<file path="config.mk">
export PLATFORM = sky130hd
export DESIGN_NAME = serial_subtractor
export DESIGN_NICKNAME = d
export VERILOG_FILES = /design/src/rtl/serial_subtractor_pkg.sv /design/src/rtl/serial_subtractor_slice.sv /design/src/rtl/serial_subtractor.sv
export SDC_FILE = /design/constraint.sdc
export NUM_CORES = 1
export LEC_CHECK = 0
export CORE_MARGIN = 5
export CORE_UTILIZATION = 52
export CTS_BUF_LIST = sky130_fd_sc_hd__clkbuf_4
export DETAILED_ROUTE_END_ITERATION = 10
export GPL_TIMING_DRIVEN = 0
export PLACE_DENSITY_LB_ADDON = 0.3
export SLEW_MARGIN = 20
export SYNTH_ARGS = -nofsm -noshare
export SYNTH_HDL_FRONTEND = slang
export SYNTH_SLANG_ARGS = --single-unit
export TNS_END_PERCENT = 1
</file>
<file path="constraint.sdc">
create_clock -name clk -period 3.6 [get_ports clk]
set_input_delay 0.9 -clock clk [delete_from_list [all_inputs] [get_ports clk]]
set_output_delay 0.9 -clock clk [all_outputs]
set_load 0.005 [all_outputs]
</file>
<file path="src/rtl/serial_subtractor_pkg.sv">
// sub_pkg: shared types and helpers for the serial subtractor.
//   state_e   - FSM states (IDLE / RUN / DONE)
//   cnt_width - digit-counter width, clog2(ndig) but never below 1 bit
package sub_pkg;

    typedef enum logic [1:0] {
        IDLE = 2'd0,
        RUN  = 2'd1,
        DONE = 2'd2
    } state_e;

    // A single-digit operation still needs a 1-bit counter so the
    // counter declaration never collapses to zero width.
    function automatic int cnt_width(input int ndig);
        return (ndig <= 1) ? 1 : $clog2(ndig);
    endfunction

endpackage

</file>
<file path="src/rtl/serial_subtractor_slice.sv">
// full_subtractor_slice: combinational DIGIT-bit ripple-borrow subtractor.
// Ports:
//   a, b  [DIGIT-1:0] - minuend / subtrahend slice
//   bin               - borrow into the least significant bit
//   diff  [DIGIT-1:0] - a - b - bin (modulo 2^DIGIT)
//   bout              - borrow out of the most significant bit
module full_subtractor_slice #(
    parameter int DIGIT = 4
) (
    input  logic [DIGIT-1:0] a,
    input  logic [DIGIT-1:0] b,
    input  logic             bin,
    output logic [DIGIT-1:0] diff,
    output logic             bout
);

    logic [DIGIT:0] br;

    // Chain of 1-bit full subtractors: a borrow is produced when b exceeds a,
    // or when the bits are equal and a borrow is already pending.
    always_comb begin
        br    = '0;
        diff  = '0;
        br[0] = bin;
        for (int i = 0; i < DIGIT; i++) begin
            diff[i]  = a[i] ^ b[i] ^ br[i];
            br[i+1]  = (~a[i] & b[i]) | (~(a[i] ^ b[i]) & br[i]);
        end
        bout = br[DIGIT];
    end

endmodule

</file>
<file path="src/rtl/serial_subtractor.sv">
// serial_subtractor: multi-cycle unsigned subtractor, D = X - Y - Bin over
// WIDTH bits, DIGIT bits per clock with the borrow carried between cycles.
// Ports:
//   clk, rst_n           - rising-edge clock, async active-low reset
//   in_valid / in_ready  - operand handshake (x, y, bin, sat captured together)
//   out_valid / out_ready- result handshake (d, bout)
//   d, bout              - difference and final borrow (zero when not valid)
//   busy                 - high while an operation is in RUN or DONE
//   fsm_state            - current FSM state, for observation only
// Handshake: a transfer happens on a rising edge where valid and ready are
// both high; a producer holding valid keeps its data stable until that edge.
module serial_subtractor
    import sub_pkg::*;
#(
    parameter int WIDTH = 16,
    parameter int DIGIT = 4
) (
    input  logic             clk,
    input  logic             rst_n,
    input  logic             in_valid,
    output logic             in_ready,
    input  logic [WIDTH-1:0] x,
    input  logic [WIDTH-1:0] y,
    input  logic             bin,
    input  logic             sat,
    output logic             out_valid,
    input  logic             out_ready,
    output logic [WIDTH-1:0] d,
    output logic             bout,
    output logic             busy,
    output logic [1:0]       fsm_state
);

    localparam int NDIG = WIDTH / DIGIT;
    localparam int CW   = cnt_width(NDIG);
    localparam logic [CW-1:0] CNT_LAST = CW'(NDIG - 1);

    if ((WIDTH % DIGIT) != 0 || DIGIT < 1) begin : g_bad_params
        $fatal(1, "serial_subtractor: WIDTH must be a positive multiple of DIGIT");
    end

    state_e           state;
    state_e           state_nx;
    logic [WIDTH-1:0] x_q;
    logic [WIDTH-1:0] y_q;
    logic [WIDTH-1:0] res_q;
    logic             borrow_q;
    logic             sat_q;
    logic             alive_q;
    logic [CW-1:0]    cnt_q;
    logic [DIGIT-1:0] sl_x;
    logic [DIGIT-1:0] sl_y;
    logic [DIGIT-1:0] sl_d;
    logic             sl_b;
    logic             accept;
    logic             last;

    assign accept = in_valid & in_ready;
    assign last   = (cnt_q == CNT_LAST);

    assign sl_x = x_q[DIGIT*int'(cnt_q) +: DIGIT];
    assign sl_y = y_q[DIGIT*int'(cnt_q) +: DIGIT];

    full_subtractor_slice #(.DIGIT(DIGIT)) u_slice (
        .a    (sl_x),
        .b    (sl_y),
        .bin  (borrow_q),
        .diff (sl_d),
        .bout (sl_b)
    );

    // State register
    always_ff @(posedge clk or negedge rst_n) begin
        if (!rst_n) state <= IDLE;
        else        state <= state_nx;
    end

    // Next-state logic
    always_comb begin
        state_nx = state;
        case (state)
            IDLE:    if (accept)    state_nx = RUN;
            RUN:     if (last)      state_nx = DONE;
            DONE:    if (out_ready) state_nx = IDLE;
            default:                state_nx = IDLE;
        endcase
    end

    // Output logic. alive_q keeps in_ready low until the first edge after
    // reset release, since state is already IDLE while reset is held.
    always_comb begin
        in_ready  = alive_q && (state == IDLE);
        out_valid = (state == DONE);
        busy      = (state == RUN) || (state == DONE);
    end

    // Operand, result, borrow and counter registers
    always_ff @(posedge clk or negedge rst_n) begin
        if (!rst_n) begin
            x_q      <= '0;
            y_q      <= '0;
            res_q    <= '0;
            borrow_q <= 1'b0;
            sat_q    <= 1'b0;
            cnt_q    <= '0;
            alive_q  <= 1'b0;
        end else begin
            alive_q <= 1'b1;
            if (accept) begin
                x_q      <= x;
                y_q      <= y;
                sat_q    <= sat;
                borrow_q <= bin;
                cnt_q    <= '0;
                res_q    <= '0;
            end else if (state == RUN) begin
                res_q[DIGIT*int'(cnt_q) +: DIGIT] <= sl_d;
                borrow_q <= sl_b;
                // The terminal count moves the FSM to DONE, so the counter
                // simply stops there rather than wrapping.
                if (!last) cnt_q <= cnt_q + CW'(1);
            end
        end
    end

    // Outputs are forced to zero outside DONE so a partial result never shows.
    assign d         = (out_valid && !(sat_q && borrow_q)) ? res_q : '0;
    assign bout      = out_valid & borrow_q;
    assign fsm_state = state;

endmodule

</file>
# Yosys cells after proc, flatten, opt, wreduce, memory -nomap -nowiden
# Cells that the tools add are included.
# word_totals
ff_bits,55
in_bits,38
output_inout_bits,22
# classes
addsub,2
n_eq_ne,7
shifts,4
n_mux,13
bitwise_logic,30
n_reduce_logical,9
# op_table
cell,n
16-bit 2-to-1 mux,3
4-bit negation with 33-bit output,1
4-bit by 33-bit variable shift with 16-bit output (first input constant),1
4-bit by 33-bit variable part select with 16-bit output,1
16-bit by 5-bit variable part select with 4-bit output,2
16-bit bitwise mux,1
2-bit 2-to-1 mux,6
1-bit AND,10
1-bit NOT,8
1-bit bitwise XOR,8
2-bit inequality test (second input constant),3
2-bit one-hot mux with 3 select lines,1
2-bit == test (second input constant),2
1-bit OR,4
1-bit logical AND,3
3-bit AND reduction,1
2-bit by 1-bit adder with 2-bit output (second input constant),1
2-bit by 1-bit == test with 1-bit output (second input constant),1
2-bit zero test,1
1-bit 2-to-1 mux,2
2-bit by 1-bit inequality test with 1-bit output (second input constant),1
2-bit AND reduction,1
2-bit nonzero test,1
1-bit zero test,1
1-bit logical OR,1

# Longest topological paths before layout
# depth
word_depth,14
depth_mapped,12
mapped_depth_nobuf,11

# By module
# Synthesis repeated with hierarchy kept, for this count alone.
# hier_totals
hier_cells,276
hier_area_um2,2772.7
# modules_own_cells
module,n_inst,cells_each,area_each_um2
serial_subtractor,1,262,2655.0
full_subtractor_slice,1,14,117.6

# Worst setup path after synthesis
# OpenSTA, ideal clock, no wires.
# synth_path
path_type,register -> register
start,reg cnt_q[0]
end,reg res_q[15]
setup_time_ps,74
arrival_ps,3024
required_ps,3526
setup_slack_ps,502
path_stages_with_launch,12
path_cell_list,dfrtp_1 > buf_6 > mux4_1 > inv_1 > fa_1 > inv_1 > fa_1 > fa_1 > inv_1 > fa_1 > or3_1 > a21oi_2
# synth_via
elab_chain_len,14
# synth_lines
element,line,text
start: declaration,serial_subtractor.sv:50,logic [CW-1:0] cnt_q;
start signal: assignment,serial_subtractor.sv:121,if (!last) cnt_q <= cnt_q + CW'(1);
16-bit by 5-bit variable part select with 4-bit output (on tied branches),"serial_subtractor.sv:61, serial_subtractor.sv:62",
1-bit bitwise XOR,"serial_subtractor_slice.sv:26, serial_subtractor_slice.sv:27",
1-bit NOT,serial_subtractor_slice.sv:27,br[i+1] = (~a[i] & b[i]) | (~(a[i] ^ b[i]) & br[i]);
1-bit AND,serial_subtractor_slice.sv:27,
1-bit OR,serial_subtractor_slice.sv:27,
1-bit AND,serial_subtractor_slice.sv:27,
1-bit OR,serial_subtractor_slice.sv:27,
1-bit AND,serial_subtractor_slice.sv:27,
1-bit OR,serial_subtractor_slice.sv:27,
1-bit bitwise XOR,serial_subtractor_slice.sv:26,diff[i] = a[i] ^ b[i] ^ br[i];
4-bit by 33-bit variable part select with 16-bit output,serial_subtractor.sv:117,res_q[DIGIT*int'(cnt_q) +: DIGIT] <= sl_d;
16-bit bitwise mux (*),serial_subtractor.sv:117,
16-bit 2-to-1 mux (*),serial_subtractor.sv:116,end else if (state == RUN) begin
16-bit 2-to-1 mux (*),serial_subtractor.sv:109,if (accept) begin
end signal: indexed assignment,serial_subtractor.sv:117,
end: declaration,serial_subtractor.sv:46,logic [WIDTH-1:0] res_q;
# Mark *: on every way between the ends. The rest lies on a longest branch, timed or not. The select of a mux whose other input is x is not followed.
# A chain may end at the register's enable or synchronous reset.

# Worst setup path in the final report
# layout_path
start,reg cnt_q[1]
end,reg res_q[15]
# The elaborated chain is that of the path after synthesis.

==> impl_results.md <==
- Fmax: 294 MHz
- Setup violators final: 0
- Sequential cell area fraction in the yosys report: 50.1%
- Die Y: 82.7 µm
- Outcome: finished clean
- RSZ-0062 raised after global routing: no
- Initial DRC count: 68
- Measured slew at the worst slew-check pin: 0.666 ns
- Worst Path Required: 3.91 ns
- Rows: 26
- Primary FF master, synth: dfrtp_1
- Post-DP Area: 3420 µm²
- Max-slew violations: 0
- Vias/cell: 5.01
- Worst vdd ir: 0.000316 V
- DR WL/cell: 14.2 µm
- Minimum clock period: 3.41 ns
- Worst path slowest cell: clkbuf_1
- Post-Synthesis Cells: 287
- Share of cells above drive strength 1: 5.65%
- TNS Setup: 0 ns
- Layout area overhead: 26.7%
- CTS tree: yes
- Yosys warnings: 0
- Syn nets: 336
- Period utilization: 94.6%
- Slew HR: 55.6%
- Leak pwr: 1.66 nW
- Deepest level of the CTS H-tree: 2
- GP Congestion: 0.862
- Later-pin clock latency in the skew report: 0.37 ns
- Clk sinks: 55
- Remaining DRCs: 0
- Core area: 5110 µm²
- Design Area, Final: 3480 µm²
- Pwr/cell area: 726 nW/µm²
- Clock buffer depth: 2
- Worst-path fanout max: 10
- Final hold violations: 0
- Share of Yosys cell area claimed by the top area cell type: 50.1%
- Kind of critical path: flip-flop to flip-flop
- Post-synth cell types: 35
- Inserted Diodes: 0
- Min-delay worst type: flip-flop to flip-flop
- Final hold slack: 0.488 ns
- Die Wd: 82.7 µm
- Post-Syn Area: 2750 µm²
- Root buf cell: clkbuf_4
- I/O pins: 60
- Crit path capture type: flip-flop
- Port buffer count: 59
- Post-CTS Setup Inserts: 0
- Initial antenna violation count: 0
- Post-synth top area cell: dfrtp_1
- Crit path cell chain: clkbuf_1 -> mux4_1 -> inv_1 -> fa_1 -> inv_1 -> fa_1 -> fa_1 -> inv_1 -> fa_1 -> or3_1 -> a21oi_2
- Vias in the first global route: 2095
- Final #Nets: 402
- Setup slack after layout: 0.194 ns
- Clock transition at path regs: 0.14 ns
- Post-DP HPWL: 4550 µm
- CP peak stage delay: 0.45 ns
- Detailed-route via count: 2123
- Max-capacitance violation count: 0
- CTS Buf Count: 5
- EDFF count, synth: 0
- Most area-consuming cells after synthesis: dfrtp_1, nand2_1, mux4_1
- Pre-CTS WS: 0.200 ns
- Post-route ant nets: 0
- DIE AREA: 6840 µm²
- Asr flop ratio synth: 100%
- DR pass1 iterations: 4
- First-pass GRT wire length: 10000 µm
- Worst EP arrival: 3.71 ns
- GRT overflow: 0
- Post-Route WL: 6010 µm
- Type of origin of the critical path: flip-flop
- Cell mode on critical path: fa_1
- CTS Hold Bufs: 0
- Mean post-synth cell area: 9.57 µm²
- Gr usage total: 19.9%
- Largest net degree at the start of global routing: 56
- Skew final: 0.00733 ns
- Starting Density: 53.8%
- Seq cells post-synth: 55
## final timing paths
path	from	to	slack, ns	cells after the start
setup / recovery	cnt_q[1]	res_q[15]	0.19	11
hold / removal	x_q[7]	x_q[7]	0.49	2
setup reg to reg	cnt_q[1]	res_q[15]	0.19	11
hold reg to reg	x_q[7]	x_q[7]	0.49	2
max in group asynchronous	rst_n	y_q[3]	2.61	1
min in group asynchronous	rst_n	x_q[12]	0.54	1
## registers in the layout (all words and copies together), names as in the netlist
| register | flops |
|---|---|
| y_q | 16 |
| borrow_q | 1 |
| fsm_state | 2 |
| alive_q | 1 |
| cnt_q | 2 |
| res_q | 16 |
| sat_q | 1 |
| x_q | 16 |
## repair_timing
action                                  4_1_cts  5_1_grt
hold endpoints to repair                      0        0
resized for setup                             1        3
endpoints found under the setup margin       10       10
pin swaps                                     0        0
## final cells by class
type	instances	area [µm²]
well taps	70	87.6
plain buffers	15	70.1
clock inverters	2	7.51
clock buffers	6	45.0
multi-input cells	205	1260
flip-flops and latches	55	1380
inverters	12	45.0
fillers	446	1630
repair buffers	59	588
## cell families (layout without fill, tap and decap cells)
kind of cell / count (synthesis) / in the layout / share of synthesized area, %
flops: 55 / 55 / 50.1
xor+xnor: 1 / 1 / 0.319
compound gates: 20 / 20 / 4.97
fa+ha+maj: 11 / 11 / 6.10
mux: 11 / 11 / 8.52
buf+inv: 27 / 94 / 4.15
other cells: 1 / 1 / 0.137
simple gates: 161 / 161 / 25.7
## routing by layer
metal	global-route usage (%)	routed length (µm)
met5	0	0
met4	7.35	125
met3	3.69	234
met2	33.3	3010
met1	25.6	2640
## synth_stat cells (all sizes together), types with 2 or more instances
| library cell | number |
|---|---|
| nand2 | 117 |
| dfrtp | 55 |
| and2 | 18 |
| inv | 12 |
| a21oi | 10 |
| clkbuf | 10 |
| mux4 | 8 |
| nor2 | 8 |
| ha | 7 |
| nand4 | 6 |
| buf | 5 |
| a32oi | 4 |
| fa | 4 |
| a22oi | 2 |
| mux2i | 2 |
| nor2b | 2 |
| or3 | 2 |
## per-stage QoR
step | instances | power, mW | utilization, %
after floorplan | 287 | 1.83 | -
after global placement | 416 | 2.20 | 67.1
after detailed placement | 416 | 2.27 | 67.0
after CTS | 424 | 2.53 | 68.0
after global routing | 424 | 2.72 | 68.1
final | 424 | 2.53 | 68.1
## critical path: cells and delay by family (launching register included)
family	cells	cell delay, ns
compound gates	1	0.14
simple gates	1	0.40
flops	1	0.41
fa+ha+maj	4	1.35
mux	1	0.37
buf+inv	4	0.68
## cells in the final DEF (no fill, tap or decap), types with 4 or more instances in the layout
cell	instances
and2_1	18
dfrtp_1	55
clkdlybuf4s50_1	58
nand2_1	117
a21oi_1	8
buf_2	4
a32oi_1	4
fa_1	4
mux4_1	6
nor2_1	8
clkbuf_4	6
ha_1	7
inv_1	12
clkbuf_1	9
nand4_1	6
## where the power goes
group / total [mW] / internal, mW / leakage [nW] / switching, mW
sequential: 0.983 / 0.850 / 0.707 / 0.133
clock: 0.264 / 0.0805 / 0.0307 / 0.183
combinational: 1.28 / 0.563 / 0.922 / 0.716
total: 2.53 / 1.49 / 1.66 / 1.03
Power figures use the tool's default switching activity.
